## config.mk

```make
export PLATFORM = sky130hd
export DESIGN_NAME = ram_client_ctrl
export DESIGN_NICKNAME = d
export VERILOG_FILES = /design/src/rtl/ram_client_ctrl.sv
export SDC_FILE = /design/constraint.sdc
export NUM_CORES = 1
export LEC_CHECK = 0
export BUFFER_PORTS_ARGS = -buffer_cell sky130_fd_sc_hd__buf_2
export CAP_MARGIN = 10
export CELL_PAD_IN_SITES_DETAIL_PLACEMENT = 0
export CELL_PAD_IN_SITES_GLOBAL_PLACEMENT = 1
export CORE_MARGIN = 3
export CORE_UTILIZATION = 34
export DETAILED_ROUTE_END_ITERATION = 7
export HOLD_SLACK_MARGIN = 0.1
export PLACE_DENSITY_LB_ADDON = 0.1
export SLEW_MARGIN = 20
export SYNTH_ARGS = -nofsm -noshare
export SYNTH_HDL_FRONTEND = slang
export SYNTH_SLANG_ARGS = --single-unit
```

## constraint.sdc

```tcl
create_clock -name clk -period 5.1 [get_ports clk]
set_input_delay 1.02 -clock clk [delete_from_list [all_inputs] [get_ports clk]]
set_output_delay 1.02 -clock clk [all_outputs]
set_load 0.1 [all_outputs]
```

## src/rtl/ram_client_ctrl.sv

```systemverilog
// Initiator-side sequencer for the ram_interface_wrapper DDR user port: single-word requests in, one response out.
// Optional statistics counters are built when RAM_CLIENT_STATS_EN is defined; otherwise stat_* are tied to 0.
module ram_client_ctrl #(
    parameter  int unsigned DATA_BYTE_WIDTH = 2,
    parameter  int unsigned RD_TIMEOUT      = 255,
    localparam int unsigned DW              = 8 * DATA_BYTE_WIDTH
) (
    input  logic          clk,
    input  logic          reset,
    input  logic          req_valid,
    output logic          req_ready,
    input  logic          req_write,
    input  logic [25:0]   req_addr,
    input  logic [DW-1:0] req_wdata,
    output logic          resp_valid,
    output logic [DW-1:0] resp_rdata,
    output logic          resp_err,
    output logic          busy,
    output logic [25:0]   ram_address,
    output logic [DW-1:0] ram_data_in,
    output logic          ram_write_enable,
    output logic          ram_read_request,
    output logic          ram_read_ack,
    input  logic [DW-1:0] ram_data_out,
    input  logic          ram_rdy,
    input  logic          ram_rd_data_pres,
    input  logic [25:0]   ram_max_address,
    output logic [15:0]   stat_writes,
    output logic [15:0]   stat_reads,
    output logic [15:0]   stat_timeouts
);

    localparam logic [7:0] TMO_LAST = 8'(RD_TIMEOUT - 1);

    typedef enum logic [2:0] {
        INIT, IDLE, WRITE, RD_CMD, RD_WAIT, RD_POP, FLUSH, RESP
    } state_t;

    state_t     state;
    logic [7:0] tmo_cnt;

    // Sequencer; busy/req_ready are set on the transition so they track the state being entered.
    always_ff @(posedge clk) begin
        if (!reset) begin
            state            <= INIT;
            tmo_cnt          <= 8'd0;
            req_ready        <= 1'b0;
            resp_valid       <= 1'b0;
            resp_rdata       <= '0;
            resp_err         <= 1'b0;
            busy             <= 1'b0;
            ram_address      <= '0;
            ram_data_in      <= '0;
            ram_write_enable <= 1'b0;
            ram_read_request <= 1'b0;
            ram_read_ack     <= 1'b0;
        end else begin
            ram_write_enable <= 1'b0;
            ram_read_request <= 1'b0;
            ram_read_ack     <= 1'b0;
            resp_valid       <= 1'b0;
            req_ready        <= 1'b0;
            busy             <= 1'b1;
            case (state)
                INIT: begin
                    if (ram_rdy) begin
                        state     <= IDLE;
                        busy      <= 1'b0;
                        req_ready <= !ram_rd_data_pres;
                    end
                end
                IDLE: begin
                    if (!ram_rdy) begin
                        state <= INIT;
                    end else if (ram_rd_data_pres) begin
                        state        <= FLUSH;
                        ram_read_ack <= 1'b1;
                    end else if (req_valid && req_ready) begin
                        ram_address <= req_addr;
                        ram_data_in <= req_wdata;
                        if (req_addr > ram_max_address) begin
                            state      <= RESP;
                            resp_valid <= 1'b1;
                            resp_err   <= 1'b1;
                            resp_rdata <= '0;
                        end else if (req_write) begin
                            state            <= WRITE;
                            ram_write_enable <= 1'b1;
                        end else begin
                            state            <= RD_CMD;
                            ram_read_request <= 1'b1;
                        end
                    end else begin
                        busy      <= 1'b0;
                        req_ready <= 1'b1;
                    end
                end
                WRITE: begin
                    state      <= RESP;
                    resp_valid <= 1'b1;
                    resp_err   <= 1'b0;
                    resp_rdata <= '0;
                end
                RD_CMD: begin
                    state   <= RD_WAIT;
                    tmo_cnt <= 8'd0;
                end
                RD_WAIT: begin
                    // Data arriving on the last allowed cycle still wins over the timeout.
                    if (ram_rd_data_pres) begin
                        state        <= RD_POP;
                        ram_read_ack <= 1'b1;
                        resp_rdata   <= ram_data_out;
                    end else if (tmo_cnt == TMO_LAST) begin
                        state      <= RESP;
                        resp_valid <= 1'b1;
                        resp_err   <= 1'b1;
                        resp_rdata <= '0;
                    end else begin
                        tmo_cnt <= tmo_cnt + 8'd1;
                    end
                end
                RD_POP: begin
                    state      <= RESP;
                    resp_valid <= 1'b1;
                    resp_err   <= 1'b0;
                end
                FLUSH, RESP: begin
                    state     <= IDLE;
                    busy      <= 1'b0;
                    req_ready <= ram_rdy && !ram_rd_data_pres;
                end
                default: state <= INIT;
            endcase
        end
    end

`ifdef RAM_CLIENT_STATS_EN
    // Saturating event counters.
    always_ff @(posedge clk) begin
        if (!reset) begin
            stat_writes   <= 16'd0;
            stat_reads    <= 16'd0;
            stat_timeouts <= 16'd0;
        end else begin
            if (state == WRITE && stat_writes != 16'hFFFF)
                stat_writes <= stat_writes + 16'd1;
            if (state == RD_POP && stat_reads != 16'hFFFF)
                stat_reads <= stat_reads + 16'd1;
            if (state == RD_WAIT && !ram_rd_data_pres && tmo_cnt == TMO_LAST
                && stat_timeouts != 16'hFFFF)
                stat_timeouts <= stat_timeouts + 16'd1;
        end
    end
`else
    assign stat_writes   = 16'd0;
    assign stat_reads    = 16'd0;
    assign stat_timeouts = 16'd0;
`endif

endmodule

```

# Word-level counts from Yosys, hierarchy flattened

Cells that the tools add are included.

Bits in registers: 76
Input bits: 90
Output and inout bits: 113
Word-level logic and storage cells: 100

Add/sub/neg operators: 1
Order comparisons: 1
Equality and inequality tests: 18
Multiplexer cells: 48
Bitwise logic cells: 5
Reductions and logical operators: 15

Operator list:

| cell                                                             | count |
|---|---|
| 16-bit 2-to-1 mux                                                | 6 |
| 16-bit case mux with 3 select lines                              | 1 |
| 26-bit greater-than comparator                                   | 1 |
| 1-bit 2-to-1 mux                                                 | 25 |
| 3-bit 2-to-1 mux                                                 | 7 |
| 3-bit case mux with 6 select lines                               | 1 |
| 8-bit 2-to-1 mux                                                 | 2 |
| 2-bit inequality test (second input constant)                    | 8 |
| 8-bit case mux with 2 select lines                               | 1 |
| 3-bit == test (second input constant)                            | 4 |
| 1-bit case mux with 3 select lines                               | 4 |
| 8-bit by 1-bit adder with 8-bit output (second input constant)   | 1 |
| 8-bit == test (second input constant)                            | 1 |
| 7-bit AND reduction                                              | 1 |
| 3-bit by 2-bit == test with 1-bit output (second input constant) | 2 |
| 3-bit AND reduction                                              | 2 |
| 6-bit AND reduction                                              | 1 |
| 3-bit nonzero test                                               | 2 |
| 6-bit OR reduction                                               | 1 |
| 1-bit inverter                                                   | 5 |
| 4-bit inequality test (second input constant)                    | 1 |
| 4-bit AND reduction                                              | 1 |
| 2-bit OR reduction                                               | 2 |
| 3-bit by 1-bit == test with 1-bit output (second input constant) | 1 |
| 6 further kinds                                                  | 7 |

# Depth between registers and ports, before layout

Gate-level depths: netlist (run 1).

Word-level depth: 6
Mapped depth: 9
Mapped depth without buffers: 8

# Least setup slack after synthesis (run 1)

No wires, ideal clock.

Kind: input to register
Start point: input port ram_max_address[24]
End point: register resp_rdata[10]
Library setup time: 0.062 ns
Arrival time: 2.897 ns
Required time: 5.038 ns
Slack: 2.141 ns
Stages: 9
Path buffers: 1
Cells stage by stage: inv_1 -> ha_1 -> nand4_2 -> or4_4 -> o21ai_2 -> a21oi_2 -> o32ai_4 -> buf_6 -> a22o_1

Longest elaborated chain between the ends: 3

Ends and longest elaborated chain:

| element                         | RTL line | source |
|---|---|---|
| from (decl)                     | 27       | `input logic [25:0] ram_max_address,` |
| 26-bit greater-than comparator  | 81       | `if (req_addr > ram_max_address) begin` |
| 2-bit inequality test (no line) | n/a      |  |
| 6-bit AND reduction (no line)   | n/a      |  |
| to (signal assigned)            | 113      | `resp_rdata <= ram_data_out;` |
| to (decl)                       | 16       | `output logic [DW-1:0] resp_rdata,` |

No other way between the ends.
A chain may end at the register's enable or synchronous reset.

# Final worst setup path (run 1)

Start point: input port req_addr[3]
End point: register resp_rdata[8]

Longest elaborated chain between the ends: 3

Ends and longest elaborated chain:

| element                         | RTL line | source |
|---|---|---|
| from (decl)                     | 13       | `input logic [25:0] req_addr,` |
| 26-bit greater-than comparator  | 81       |  |
| 2-bit inequality test (no line) | n/a      |  |
| 6-bit AND reduction (no line)   | n/a      |  |

No other way between the ends.

==> results of run 1 <==
final timing paths:
kind | from | endpoint | slack, ns | cells after the start
max | req_addr[3] | resp_rdata[8]$_SDFFE_PN0P_ | 1.79 | 8
max reg2reg | state[0]$_SDFFE_PN0P_ | resp_rdata[8]$_SDFFE_PN0P_ | 2.81 | 5
min reg2reg | resp_err$_SDFFE_PN0P_ | resp_err$_SDFFE_PN0P_ | 0.44 | 2
min | resp_err$_SDFFE_PN0P_ | resp_err$_SDFFE_PN0P_ | 0.44 | 2
per-stage QoR:
| step | std cells | hold slack, ns | instance area [sq um] |
|---|---|---|---|
| 2_1_floorplan | 530 | 0.4540 | 4078 |
| 6_report | 778 | 0.4444 | 4908 |
| 5_1_grt | 778 | 0.4619 | 4908 |
| 3_5_place_dp | 762 | 0.4404 | 4623 |
| 4_1_cts | 778 | 0.4502 | 4908 |
| 3_3_place_gp | 762 | 0.4307 | 4623 |
logic make-up (layout without fill, tap and decap cells):
group,Yosys count,after routing,share of synthesized area (%)
AND/OR/NAND/NOR,162,162,18.67
other,1,48,0.09612
flip-flops,76,76,39.00
XOR/XNOR,5,5,1.123
AO/OA/AOI/OAI,111,111,17.70
adder cells (fa/ha/maj),28,28,8.980
buffers and inverters,100,208,14.43
state kept, by name (all words and copies together) (netlist names):
register and count:
ram_address 26, ram_read_ack 1, resp_err 1, busy 1, resp_rdata 16, req_ready 1, ram_data_in 16, tmo_cnt 8
state 3, resp_valid 1, ram_read_request 1, ram_write_enable 1
cell type report:
type / count / area, sq um / area share [%]
multi-input combinational: 354 / 1998 / 40.71
sequential: 76 / 1521 / 31.00
timing repair buffer: 158 / 800.8 / 16.31
clock inverter: 5 / 52.55 / 1.071
inverter: 34 / 127.6 / 2.600
clock buffer: 11 / 232.7 / 4.741
tap: 140 / 175.2 / 3.569
layout by cell type (no fill, tap or decap), drive strengths merged, types with 8 or more instances in the layout:
cell type    n
a21oi       65
a22o        16
buf        158
clkbuf      11
conb        48
dfxtp       76
ha          28
inv         34
nand2      110
nand4        8
nor2        13
o21ai       12
power by group through the flow:
stage	clock [W]	combinational, W	sequential (W)
CTS	0.000637	0.000386	0.000622
finish	0.000615	0.000385	0.000622
floorplan	0	0.000289	0.000686
global placement	0	0.000382	0.000635
global route	0.000659	0.000412	0.000624
detailed placement	0	0.000385	0.000635
worst min-delay path, stage by stage (launching register included):
cell,delay (ns)
dfxtp_1,0.31
inv_1,0.05
a21oi_1,0.05
per-layer routing:
metal  GRT usage (%)  vias to the layer above  routed length [um]
met1           19.17                     1651                4407
li1                -                     1833                   -
met4           5.609                        0                 190
met2           27.37                       99                5204
met3           4.759                       13                 643
met5               0                        -                   0
==> impl_results.md, run 1 <==
* Post-synthesis async set-or-reset flop share at 0%
* Total of max-cap violations at 0
* Switch Pwr at roughly 0.00056 W
* Fin. max-slew vios at 0
* Total power at 0.001621 W
* CP max stage cell: a2111oi_0
* Worst skew pair latency at 0.33 ns
* Main synth FF type: dfxtp_1
* Sw Ratio at 34.65%
* Setup Fix Bufs, Post-CTS at 0
* Initial antenna violation count at 0
* Cell Area, Synth at 3901 sq um
* Syn_area_per_cell at 8.077 sq um
* Synth warn at 0
* Combinational share of power at a little under a quarter
* First-pass GRT wire length at 16,680 um
* Setup slack after layout at about 1.8 ns
* CP max FO at 16
* Synth unique cells at 44
* Initial Utilization at 35.37%
* Vias in the first global route at 3,501
* Fillcell total at roughly 1,200
* Mapped Cells at 483
* Largest stage delay on the critical path at 0.89 ns
* Htree depth at 3
* Overflow after GRT at 0
* Area share of the largest cell type after synthesis at 39.00%
* HPWL after DPL at slightly below 8000 um
* Total GRT Usage at 16.04%
* Final min period at 3.314 ns
* Fin crit share at 64.98%
* Deepest clock path buffer count at 2
* Cell family with most CP delay: compound AO/OA/AOI/OAI gates
* Vert. Die Dim at approximately 110 um
* Kind of critical path: primary input to flop
* Commonest cells post-synth: nand2_1, dfxtp_1, a21oi_1, buf_4, inv_1
* Power density cells at 330.3 nW/um^2
* Critical path cell sequence: buf_2 -> ha_1 -> a21oi_1 -> o21ai_0 -> a2111oi_0 -> nor3_2 -> o32ai_4 -> a22o_1
* Post-synth EDFFs at 0
* Status: complete, no violations
* Ports at 203
* Nets at 751
* Final Util at 44.50%
* Leak at 2.386 nW
* Antenna-violating nets left at 0
* P&R area growth vs syn at 25.82%
* DR DRC count at 0
* Drt pass-1 iters at 6
* Avg WL per Cell at 13.43 um
* Largest net degree at the start of global routing at 50
* Hold Fails Final Rpt at 0
* Sequential area share after synthesis at 39.00%
* P_int at 0.001059 W
* # diodes at 0
* Clk Tree Root Cell: clkbuf_16
* Crit path capture type: flop
* Share of cells above drive strength 1 at between 20% and 30%
* Cell with the most instances after synthesis: nand2_1
* Vias at 3,596
* DR iter-0 viols at 126
* Setup WS pre-CTS at 1.525 ns
* CTS tree: yes
* Cell row count at 38
* Die width at 113.1 um
* Die footprint at 12,800 sq um
* Core Footprint at approximately 11,000 sq um
* Vias/cell at 4.622
* #FFs+latches synth at 76
* Clock power frac at between 30% and 40%
* Final WL at around 10,000 um
* Clock skew at roughly 0.0073 ns
* Max rail drop VDD at 160.6 uV
* Seq pwr share at about two fifths
* Final Wtd Congestion at approximately 0.80
* Slew @ Worst Pin at 1.047 ns
* Critical path required time at around 5.4 ns
* Clock Sinks at 76
* Top cells by area, synth: dfxtp_1, nand2_1, buf_4, ha_1, a21oi_1
* TNS Setup at 0 ns
* Setup Viol. Count Final at 0
* Cell taking the most area after synthesis: dfxtp_1
* RSZ-0062 raised after global routing: no
* CP Launch Type: primary input
* Min-Delay Path Class: flop to flop
* Worst EP arrival at 3.59 ns
* # hold bufs at CTS at 0
* Crit path buffers/inverters at 1
* CTS Buf Count at 9
* Slew margin rel. at 29.97%
* Port bufs at approximately 150
* Clock transition at the registers of the reported paths at 0.06 ns
* Resized cells post-CTS at 0
* Peak Freq at 301.7 MHz
(Power assumes the default switching activity.)
==> run 2, diff against run 1 <==
- CORE_UTILIZATION: 34 -> 28
- clock period: 5.1 -> 2.9 ns (I/O delays scaled with it)
==> impl_results.md, run 2 (synthesis gave the netlist of run 1 again) <==
* Deepest clock path buffer count at 2 (unchanged)
* Core Footprint at 13,450 sq um (+22%)
* CTS Buf Count at 9 (unchanged)
* Critical path cell sequence: buf_2 -> ha_1 -> nand4_2 -> or4_4 -> o21ai_2 -> a21oi_2 -> o32ai_4 -> buf_12 -> a22o_1
* Resized cells post-CTS at 0 (unchanged)
* First-pass GRT wire length at 17,230 um (+3.3%)
* Initial Utilization at 29.00% (-6.4 points)
* CP max FO at 16 (unchanged)
* P&R area growth vs syn at 29.70%
* Vias at 3,671 (+2.1%)
* DR DRC count at 0 (unchanged)
* TNS Setup at 0 ns (unchanged)
* Final Wtd Congestion at 0.7519 (-5.7%)
* Sw Ratio at 35.12% (+0.47 points)
* FF+latch area at 1521 sq um (unchanged)
* # hold bufs at CTS at 0 (unchanged)
* Power density cells at 586.2 nW/um^2 (+77%)
* Largest net degree at the start of global routing at 49 (-2.0%)
* Vias in the first global route at 3,535 (+0.97%)
* Kind of critical path: primary input to flop
* Die footprint at 15,390 sq um (+20%)
* P_int at 0.001924 W (+82%)
* Worst skew pair latency at 0.34 ns (about the same)
* Max reg flops at 26 (unchanged)
* DR iter-0 viols at 109 (-13%)
* Clock Sinks at 76 (unchanged)
* Avg WL per Cell at 13.57 um (+1.1%)
* Hold Fails Final Rpt at 0 (unchanged)
* Most frequent cells in the layout: buf_2, nand2_1, dfxtp_1
* Critical path required time at 3.18 ns (-2.19 ns)
* Cell family with most CP delay: simple AND/OR/NAND/NOR gates
* Biggest register: ram_address
* Fin crit share at 79.57%
* Worst EP arrival at 2.59 ns (-1.00 ns)
* Setup Fix Bufs, Post-CTS at 0 (unchanged)
* Max rail drop VDD at 243.7 uV (+52%)
* Initial antenna violation count at 0 (unchanged)
* CP Launch Type: primary input
* CTS tree: yes
* CP max stage cell: or4_4
* HPWL after DPL at 8586 um (+9.0%)
* Fin. max-slew vios at 0 (unchanged)
* Htree depth at 3 (unchanged)
* Largest stage delay on the critical path at 0.60 ns (-0.29 ns)
* Peak Freq at between 400 and 500 MHz
* Vias/cell at 4.461 (-3.5%)
* Seq pwr share at 36.4% (-2.0 points)
* Total of max-cap violations at 0 (unchanged)
* Final WL at 11,170 um (+6.9%)
* Clock transition at the registers of the reported paths at 0.06 ns (about the same)
* Fillcell total at 1,476 (+25%)
* Die width at 124.0 um (+9.7%)
* Total GRT Usage at 14.42% (-1.6 points)
* Port bufs at 154 (unchanged)
* Leak at 2.446 nW (+2.5%)
* Share of cells above drive strength 1 at 29.52% (+1.3 points)
* Commonest non-fill, non-tap cell in the layout: buf_2
* Clock skew at 0.006011 ns (-0.001273 ns)
* # diodes at 0 (unchanged)
* Final min period at 2.307 ns
* Regs by FF count: ram_address (26), ram_data_in (16), resp_rdata (16)
* Clock power frac at 39.2% (+1.3 points)
* Clk Tree Root Cell: clkbuf_16
* Nets at 760 (+1.2%)
* Multi-input logic area at 1998 sq um (unchanged)
* Overflow after GRT at 0 (unchanged)
* Min-Delay Path Class: flop to flop
* Combinational share of power at 24.3% (+0.6 points)
* Slew @ Worst Pin at 0.5849 ns (-0.4617 ns)
* Drt pass-1 iters at 6 (unchanged)
* Worst hold slack at 0.4448 ns (+0.0003210 ns)
* Slew margin rel. at 61.01% (+31 points)
* Crit path buffers/inverters at 2 (+1)
* Cell row count at 42 (+11%)
* Switch Pwr at 0.001042 W (+85%)
* Status: complete, no violations
* Crit path capture type: flop
* RSZ-0062 raised after global routing: no
* Vert. Die Dim at 124.0 um (+9.7%)
* Antenna-violating nets left at 0 (unchanged)
* Ports at 203 (unchanged)
* Setup Viol. Count Final at 0 (unchanged)
## run 2: layout make-up
type	instances	share of cell area, %
clock inverter	6	1.434
inverter	34	2.522
clock buffer	10	4.723
tap	176	4.352
sequential	76	30.07
timing repair buffer	167	17.41
multi-input combinational	354	39.49
## run 2: final timing paths
path	startpoint	endpoint	slack [ns]	cells after the start
max	req_addr[24]	resp_rdata[4]$_SDFFE_PN0P_	0.59	9
min reg2reg	resp_err$_SDFFE_PN0P_	resp_err$_SDFFE_PN0P_	0.44	2
min	resp_err$_SDFFE_PN0P_	resp_err$_SDFFE_PN0P_	0.44	2
max reg2reg	state[0]$_SDFFE_PN0P_	tmo_cnt[4]$_SDFFE_PN0P_	0.74	6
## run 2: metal layers
metal / global-route usage [%] / part of all wire (%) / up-vias
li1: - / - / 1855
met1: 17.17 / 41 / 1691
met2: 24.26 / 51 / 109
met3: 4.178 / 6.5 / 16
met4: 6.023 / 1.8 / 0
met5: 0 / 0 / -
## run 2: per-stage QoR
stage / util (%) / instances / cell area (sq um) / setup WS, ns / power, W
2_1_floorplan: - / 530 / 4078 / 0.3806 / 0.001714
3_3_place_gp: 35.30 / 807 / 4748 / 0.1660 / 0.001827
3_5_place_dp: 35.30 / 807 / 4748 / 0.2004 / 0.001828
4_1_cts: 37.61 / 823 / 5060 / 0.5538 / 0.003013
5_1_grt: 37.61 / 823 / 5060 / 0.3700 / 0.003115
6_report: 37.61 / 823 / 5060 / 0.5925 / 0.002966
## run 2: worst reg2reg max path, cell delays in order (launching register included)
cell	delay [ns]
dfxtp_1	0.38
or4b_1	0.60
a41o_1	0.31
a21boi_0	0.40
nand3_1	0.15
xor2_1	0.15
nor2_1	0.05
## run 2: power by group through the flow
stage | combinational, W | sequential [W] | clock (W)
6_report | 0.000722 | 0.00108 | 0.00116
3_3_place_gp | 0.000723 | 0.00110 | 0
5_1_grt | 0.000775 | 0.00108 | 0.00126
2_1_floorplan | 0.000507 | 0.00121 | 0
4_1_cts | 0.000726 | 0.00108 | 0.00121
3_5_place_dp | 0.000725 | 0.00110 | 0
